--- src/rtl/exwb_stage.sv ---
// Execute-to-writeback stage: a small FIFO of {rd, result} entries feeding the
// register file, plus the architectural status flags and a retired-result counter.
module exwb_stage #(
  parameter int DEPTH = 2,
  parameter int CNT_W = 8
) (
  input  logic             clk,
  input  logic             rst_n,
  input  logic             ex_valid,
  output logic             ex_ready,
  input  logic [3:0]       ex_op,
  input  logic [2:0]       ex_rd,
  input  logic [7:0]       ex_result,
  input  logic [2:0]       ex_flags,
  output logic             wb_valid,
  input  logic             wb_ready,
  output logic [2:0]       wb_rd,
  output logic [7:0]       wb_data,
  output logic             flag_n,
  output logic             flag_z,
  output logic             flag_v,
  output logic [CNT_W-1:0] retired
);

  localparam int PTR_W = $clog2(DEPTH);
  localparam int OCC_W = PTR_W + 1;
  localparam logic [OCC_W-1:0] FULL_OCC = OCC_W'(DEPTH);

  typedef struct packed {
    logic [2:0] rd;
    logic [7:0] data;
  } entry_t;

  entry_t             mem [DEPTH];
  entry_t             head;
  logic [PTR_W-1:0]   wr_ptr, rd_ptr;
  logic [OCC_W-1:0]   occ;
  logic               bubble, accept, push, drain;

  // Bubbles are consumed like any other result but leave no trace.
  assign bubble   = (ex_op == 4'b0000) || (ex_op == 4'b1110);
  assign ex_ready = (occ != FULL_OCC);
  assign accept   = ex_valid && ex_ready;
  assign push     = accept && !bubble;
  assign wb_valid = (occ != '0);
  assign drain    = wb_valid && wb_ready;
  assign head     = mem[rd_ptr];

  // NOTE: every always_comb output gets a default first, so no path leaves it
  // unassigned and no latch is inferred.
  always_comb begin
    wb_rd   = '0;
    wb_data = '0;
    if (wb_valid) begin
      wb_rd   = head.rd;
      wb_data = head.data;
    end
  end

  // NOTE: sequential state uses non-blocking assignments so every register
  // samples pre-edge values regardless of statement order.
  always_ff @(posedge clk or negedge rst_n) begin
    if (!rst_n) begin
      occ     <= '0;
      wr_ptr  <= '0;
      rd_ptr  <= '0;
      flag_n  <= 1'b0;
      flag_z  <= 1'b0;
      flag_v  <= 1'b0;
      retired <= '0;
    end else begin
      case ({push, drain})
        2'b10:   occ <= occ + 1'b1;
        2'b01:   occ <= occ - 1'b1;
        default: occ <= occ;
      endcase
      // Pointers wrap naturally because DEPTH is a power of two.
      if (push) begin
        wr_ptr <= wr_ptr + 1'b1;
        flag_n <= ex_flags[2];
        flag_z <= ex_flags[1];
        flag_v <= ex_flags[0];
      end
      if (drain) begin
        rd_ptr  <= rd_ptr + 1'b1;
        retired <= retired + 1'b1;
      end
    end
  end

  // NOTE: the storage array is deliberately not reset; occupancy gates it off
  // the outputs, so stale contents are never observable.
  always_ff @(posedge clk) begin
    if (push) mem[wr_ptr] <= '{rd: ex_rd, data: ex_result};
  end

endmodule

--- config.mk ---
export PLATFORM = sky130hd
export DESIGN_NAME = exwb_stage
export DESIGN_NICKNAME = d
export VERILOG_FILES = /design/src/rtl/exwb_stage.sv
export SDC_FILE = /design/constraint.sdc
export NUM_CORES = 1
export LEC_CHECK = 0
export CAP_MARGIN = 15
export CELL_PAD_IN_SITES_DETAIL_PLACEMENT = 0
export CELL_PAD_IN_SITES_GLOBAL_PLACEMENT = 2
export CORE_AREA = 2 2 75 77
export DETAILED_ROUTE_END_ITERATION = 8
export DIE_AREA = 0 0 77 79
export PLACE_DENSITY = 0.85
export SLEW_MARGIN = 10
export SYNTH_ARGS = -nofsm -noshare
export SYNTH_HDL_FRONTEND = slang
export SYNTH_SLANG_ARGS = --single-unit
--- constraint.sdc ---
create_clock -name clk -period 2 [get_ports clk]
set_input_delay 0.4 -clock clk [delete_from_list [all_inputs] [get_ports clk]]
set_output_delay 0.4 -clock clk [all_outputs]
set_load 0.03 [all_outputs]
## Yosys cells after proc, flatten, opt, wreduce, memory -nomap -nowiden

Memories as Yosys holds them, arrays and structs flattened.
Cells that the tools add are included.

- Register bits after elaboration: 15
- Memories: 1
- Memory bits (writable): 22
- Logic and storage cells: 30
- Output and inout bits: 24

- Add/subtract/negate cells: 5
- Equal/unequal tests: 4
- Reduce and logical (&&, ||, !) cells: 8
- Multiplexer cells: 5

Memory list:

| memory | words | bits a word | rd ports | clocked after memory_dff | wr ports | RTL line | source |
|---|---|---|---|---|---|---|---|
| mem | 2 | 11 | 1 | 0 | 1 | 34 | `entry_t mem [DEPTH];` |

Operators by type and width:

| kind | count |
|---|---|
| $add A8 B1 Y8 const B | 1 |
| $mux W8 | 1 |
| $eq A4 B4 Y1 const B | 1 |
| $logic_not A4 Y1 | 1 |
| $pmux W2 S2 | 1 |
| $reduce_bool A2 Y1 | 2 |
| $logic_and A1 B1 Y1 | 3 |
| $mux W3 | 1 |
| $add A1 B1 Y1 const B | 2 |
| $add A2 B1 Y2 const B | 1 |
| $eq A2 B1 Y1 const B | 1 |
| $eq A2 B2 Y1 const B | 1 |
| $mux W1 | 2 |
| $ne A2 B2 Y1 const B | 1 |
| $sub A2 B1 Y2 const B | 1 |
| $logic_not A1 Y1 | 1 |
| $logic_or A1 B1 Y1 | 1 |

## Longest topological paths before layout

- Depth in word-level cells: 6
- Mapped depth: 6

## Worst setup path after synthesis

OpenSTA, ideal clock, no wires.

- Kind: reg2reg
- Start: reg occ[0]
- End: mem mem[1][0] (netlist name), enable pin
- Slack: 90 ps
- Cell stages (with the launch flop): 4
- Path buffers: 0
- Period minus slack after synthesis: 1910 ps
- Arrival time: 1532 ps
- Data required time: 1622 ps
- Cells stage by stage: dfrtp_1 -> nand2b_1 -> nand4_4 -> nor2_1

- Word-level cells in the longest chain between the ends: 5

RTL lines:

| element | RTL line | source |
|---|---|---|
| start: declaration | 37 | `logic [OCC_W-1:0] occ;` |
| start signal: assignment | 73 | `2'b10: occ <= occ + 1'b1;` |
| start signal: assignment | 74 | `2'b01: occ <= occ - 1'b1;` |
| $ne A2 B2 Y1 | 42 | `assign ex_ready = (occ != FULL_OCC);` |
| via ex_ready | 10 | `output logic ex_ready,` |
| $logic_and A1 B1 Y1 | 43 | `assign accept = ex_valid && ex_ready;` |
| $logic_and A1 B1 Y1 | 44 | `assign push = accept && !bubble;` |
| $mux W1 | 94 | `if (push) mem[wr_ptr] <= '{rd: ex_rd, data: ex_result};` |
| $mux W1 (implied by the code) | 94 |  |
| end: declaration | 34 |  |

The timed path passes the listed nets, and every way through them passes these cells.

## Worst setup path in the final report

- Start: reg rd_ptr
- End: out wb_rd[1]

- Word-level cells in the longest chain between the ends: 2

RTL lines:

| element | RTL line | source |
|---|---|---|
| start: declaration | 36 | `logic [PTR_W-1:0] wr_ptr, rd_ptr;` |
| start signal: assignment | 85 | `rd_ptr <= rd_ptr + 1'b1;` |
| $mem_v2 Z2 W11 | - |  |
| $mux W3 | 54 | `if (wb_valid) begin` |
| end: declaration | 17 | `output logic [2:0] wb_rd,` |

No other way between the ends.

==> reports/results.md <==
| Group | Item | Reported |
|:---|:---|:---|
| timing | Max-slew violation total from the final report | 0 |
| floorplanning | Effective utilization at floorplan | 28.41% |
| cells and area | Filler Cell Count | 543 |
| synthesis | Mapped Cells | 103 |
| worst hold path | Hold Path Sink | retired[7] |
| power and ir drop | Worst IR Drop VDD | 740.3 uV |
| timing | Highest Clock Rate | 0.5222 GHz |
| floorplanning | Number of core rows | 27 |
| routing | Drt first-iter violations | 35 |
| critical path | Arrival time reported for the critical path endpoint | 1.51 ns |
| timing | Total count of hold-check failures in the final report | 0 |
| critical path | Worst setup path category | register to output port |
| critical path | Chain of cells forming the critical path | buf_4 > mux2i_1 > nor2_1 > clkdlybuf4s15_2 |
| synthesis | Number of synthesis warnings | 0 |
| global route | Overflow after GRT | 0 |
| synthesis | Post-synthesis sequential area ratio | 68.32% |
| synthesis | Post-Synthesis Mean Instance Area | 14.72 um^2 |
| critical path | Setup crit start kind | register |
| routing | Number of detailed-routing iterations run before antenna repair | 4 |
| synthesis | Number of nets in the synthesized netlist | 127 |
| floorplanning | Area enclosed by the die boundary | 6083 um^2 |
| timing | Final critical-path setup slack | 0.08517 ns |
| floorplanning | Y dimension of the die | 79 um |
| critical path | Slowest stage cell, crit path | sky130_fd_sc_hd__dfrtp_2 |
| timing | Hold Slack | 0.4710 ns |
| placed design | Post-DP HPWL | 2145 um |
| timing | Period utilisation layout | 95.74% |
| timing | Final sum of negative setup slack | 0 ns |
| worst hold path | Critical hold path startpoint | retired[7] |
| global route | First-pass GRT wire length | 4547 um |
| clock tree | Worst-case clock buffer depth | 2 |
| power and ir drop | Power per Cell Area | 1518 nW/um^2 |
| routing | Drt wl/cell | 12.22 um |
| timing | Number of failing setup endpoints in the final timing report | 0 |
| floorplanning | Area of the core region | 5338 um^2 |
| clock tree | Hold-fix buffer count after cts | 0 |
| clock tree | Worst-skew pair later-pin latency | 0.28 ns |
| critical path | Worst flop-to-flop path endpoint | occ[1] |
| routing | Antenna violation net count after detailed routing | 0 |
| timing | Period minus WS final | 1.915 ns |
| critical path | Setup slack, reg-to-reg | 0.25 ns |
| critical path | R2r startpoint | occ[0] |
| synthesis | Mapped Area | 1516 um^2 |
| placed design | Post-placement cell area | 2078 um^2 |
| worst hold path | Classification of the worst-slack hold path | register to register |
| critical path | Delay contributed by the slowest stage of the critical path | 0.55 ns |
| placed design | Final weighted congestion of routability-driven global placement | 0.7241 |
| power and ir drop | Leakage power of the design | 0.0008780 uW |
| cells and area | Fraction of final layout cells with drive strength greater than 1 | 12.66% |
| timing | Worst-Margin Slew | 0.6580 ns |
| clock tree | TritonCTS buffer count | 5 |
| placed design | Number of buffers added on ports | 45 |
| synthesis | Leading cell type by number of instances after synthesis | sky130_fd_sc_hd__edfxtp_1 |
| global route | Antenna violations before repair | 0 |
| synthesis | Number of distinct library cells after synthesis | 21 |
| synthesis | Post-synthesis register bit count | 37 |
| synthesis | EDFF count, synth | 22 |
| cells and area | Area growth from synthesis to layout | 42.08% |
| synthesis | Leading post-synthesis cells by instance count | 22 x sky130_fd_sc_hd__edfxtp_1, 16 x sky130_fd_sc_hd__nor2_1, 15 x sky130_fd_sc_hd__dfrtp_1, 11 x sky130_fd_sc_hd__mux2i_1, 8 x sky130_fd_sc_hd__xnor2_1 |
| synthesis | Cell types with the largest area share after synthesis | sky130_fd_sc_hd__edfxtp_1 44%, sky130_fd_sc_hd__dfrtp_1 25%, sky130_fd_sc_hd__mux2i_1 7.3% |
| floorplanning | Die outline width | 77 um |
| routing | Number of vias after detailed routing | 950 |
| critical path | WP data required | 1.60 ns |
| placed design | Placement-stage worst setup slack | -0.3083 ns |
| timing | Slew margin rel. | 56.00% |
| timing | Clock Skews | 0.004990 ns |
| cells and area | Post-layout nets | 182 |
| synthesis | Most used flip-flop cell after synthesis | sky130_fd_sc_hd__edfxtp_1 |
| worst hold path | Hold path cells | 1 |
| run | Count of maximum capacitance violations | 0 |
| global route | Number of global-route vias before repair | 1002 |
| routing | Average via count per standard cell | 4.130 |
| cells and area | Number of inserted diodes | 0 |
| clock tree | Reg clk slew, reported paths | 0.07 ns |
| synthesis | Ys async rst share | 40.54% |
| run status | Run status | completed |
| critical path | Largest fanout on the critical path | 11 |
| floorplanning | Count of boundary I/O pins | 46 |
| critical path | Worst R2R Path Depth | 6 |
| clock tree | H-tree depth reported by CTS | 2 |
| cells and area | Area of all placed cells without fillers | 2155 um^2 |
| routing | Routed Wire Length | 2811 um |
| cells and area | Final Non-Filler Cells | 230 |
| clock tree | CTS tree | built |
| routing | # DRC | 0 |
| global route | GRT Total Usage | 9.607% |
| placed design | Placed instance count | 222 |
| critical path | Critical path capture point type | output port |
| global route | Maximum number of pins on one net before global-route repair | 16 |
| synthesis | Fraction of post-synthesis cell area in the top cell type by area | 43.56% |
| timing | Unrepaired setup endpoints after global routing | yes |
| clock tree | Cell at the root of the clock tree | sky130_fd_sc_hd__clkbuf_8 |
| clock tree | Clock sink count | 37 |
| synthesis | Most area-hungry cell type in the Yosys netlist | sky130_fd_sc_hd__edfxtp_1 |
==> placed cells by master (no fill, tap or decap), types with 2 or more instances in the layout <==
master,n
sky130_fd_sc_hd__nor2_1,14
sky130_fd_sc_hd__clkbuf_8,5
sky130_fd_sc_hd__xnor2_1,8
sky130_fd_sc_hd__mux2_4,3
sky130_fd_sc_hd__nor3_1,2
sky130_fd_sc_hd__edfxtp_1,22
sky130_fd_sc_hd__dfrtp_1,14
sky130_fd_sc_hd__buf_4,5
sky130_fd_sc_hd__ha_1,2
sky130_fd_sc_hd__mux2i_1,11
sky130_fd_sc_hd__inv_1,3
sky130_fd_sc_hd__nand4_1,3
sky130_fd_sc_hd__nor2_2,2
sky130_fd_sc_hd__xor2_1,4
sky130_fd_sc_hd__dlygate4sd2_1,12
sky130_fd_sc_hd__clkdlybuf4s50_1,32
sky130_fd_sc_hd__nand2_1,5
==> metal layers <==
layer  wire (um)  vias to the layer above  track usage [%]
met5           0                        -                0
li1            -                      472                -
met1        1203                      437            10.96
met3         239                        2            3.864
met2        1356                       39            16.75
met4          11                        0            2.679
==> sequential cells by signal (all words and copies together), names as in the netlist <==
register  flops
mem          22
occ           2
wr_ptr        1
flag_n        1
flag_z        1
retired       8
rd_ptr        1
flag_v        1
==> worst max-delay path, delay by kind of cell, from the launching register on <==
family | cells | cell delay, ns
flip-flops | 1 | 0.55
buffers and inverters | 2 | 0.45
AND/OR/NAND/NOR | 1 | 0.06
multiplexers | 1 | 0.17
==> kinds of logic after synthesis <==
| kind of cell | after synthesis | share of synthesized area (%) |
|---|---|---|
| AO/OA/AOI/OAI | 1 | 0.5777 |
| multiplexers | 14 | 10.23 |
| XOR/XNOR | 12 | 6.931 |
| buffers and inverters | 5 | 1.320 |
| flip-flops | 37 | 68.32 |
| AND/OR/NAND/NOR | 32 | 10.97 |
| adder cells (fa/ha/maj) | 2 | 1.650 |
==> report_power, final <==
part	internal (uW)	switching (uW)	total (uW)
clock	234	221	455
sequential	1060	198	1250
combinational	660	901	1560
total	1950	1320	3270
==> how the worst max path moves through the flow <==
stage / to / from / cells after the start / slack (ns)
3_3_place_gp: mem[1][10] / ex_op[0] / 4 / -0.18
4_1_cts: wb_rd[1] / rd_ptr / 4 / 0.06
5_1_grt: wb_rd[1] / rd_ptr / 4 / -0.005
2_1_floorplan: mem[1][0] / occ[0] / 3 / 0.09
3_5_place_dp: mem[1][10] / ex_op[0] / 4 / -0.31
6_report: wb_rd[1] / rd_ptr / 4 / 0.09
==> area by class of cell <==
type	count	area (um^2)	share of cell area [%]
sequential	37	1037	48.14
timing repair buffer	50	474.2	22.01
multi-input combinational	61	465.4	21.60
tap	72	90.09	4.181
clock buffer	6	72.57	3.368
inverter	3	11.26	0.5226
clock inverter	1	3.754	0.1742
==> stage by stage <==
| stage | utilization, % | total power, uW |
|---|---|---|
| floorplan | - | 2238 |
| global placement | 38.94 | 2896 |
| detailed placement | 38.94 | 2928 |
| CTS | 40.37 | 3317 |
| global route | 40.37 | 3459 |
| finish | 40.37 | 3270 |
==> timing repair <==
item                       CTS  global route
resized for setup           18             0
pin swaps                    0             0
setup endpoints to repair   35             1
setup buffers                1             0
hold endpoints to repair     0             0
Power figures use the tool's default switching activity.
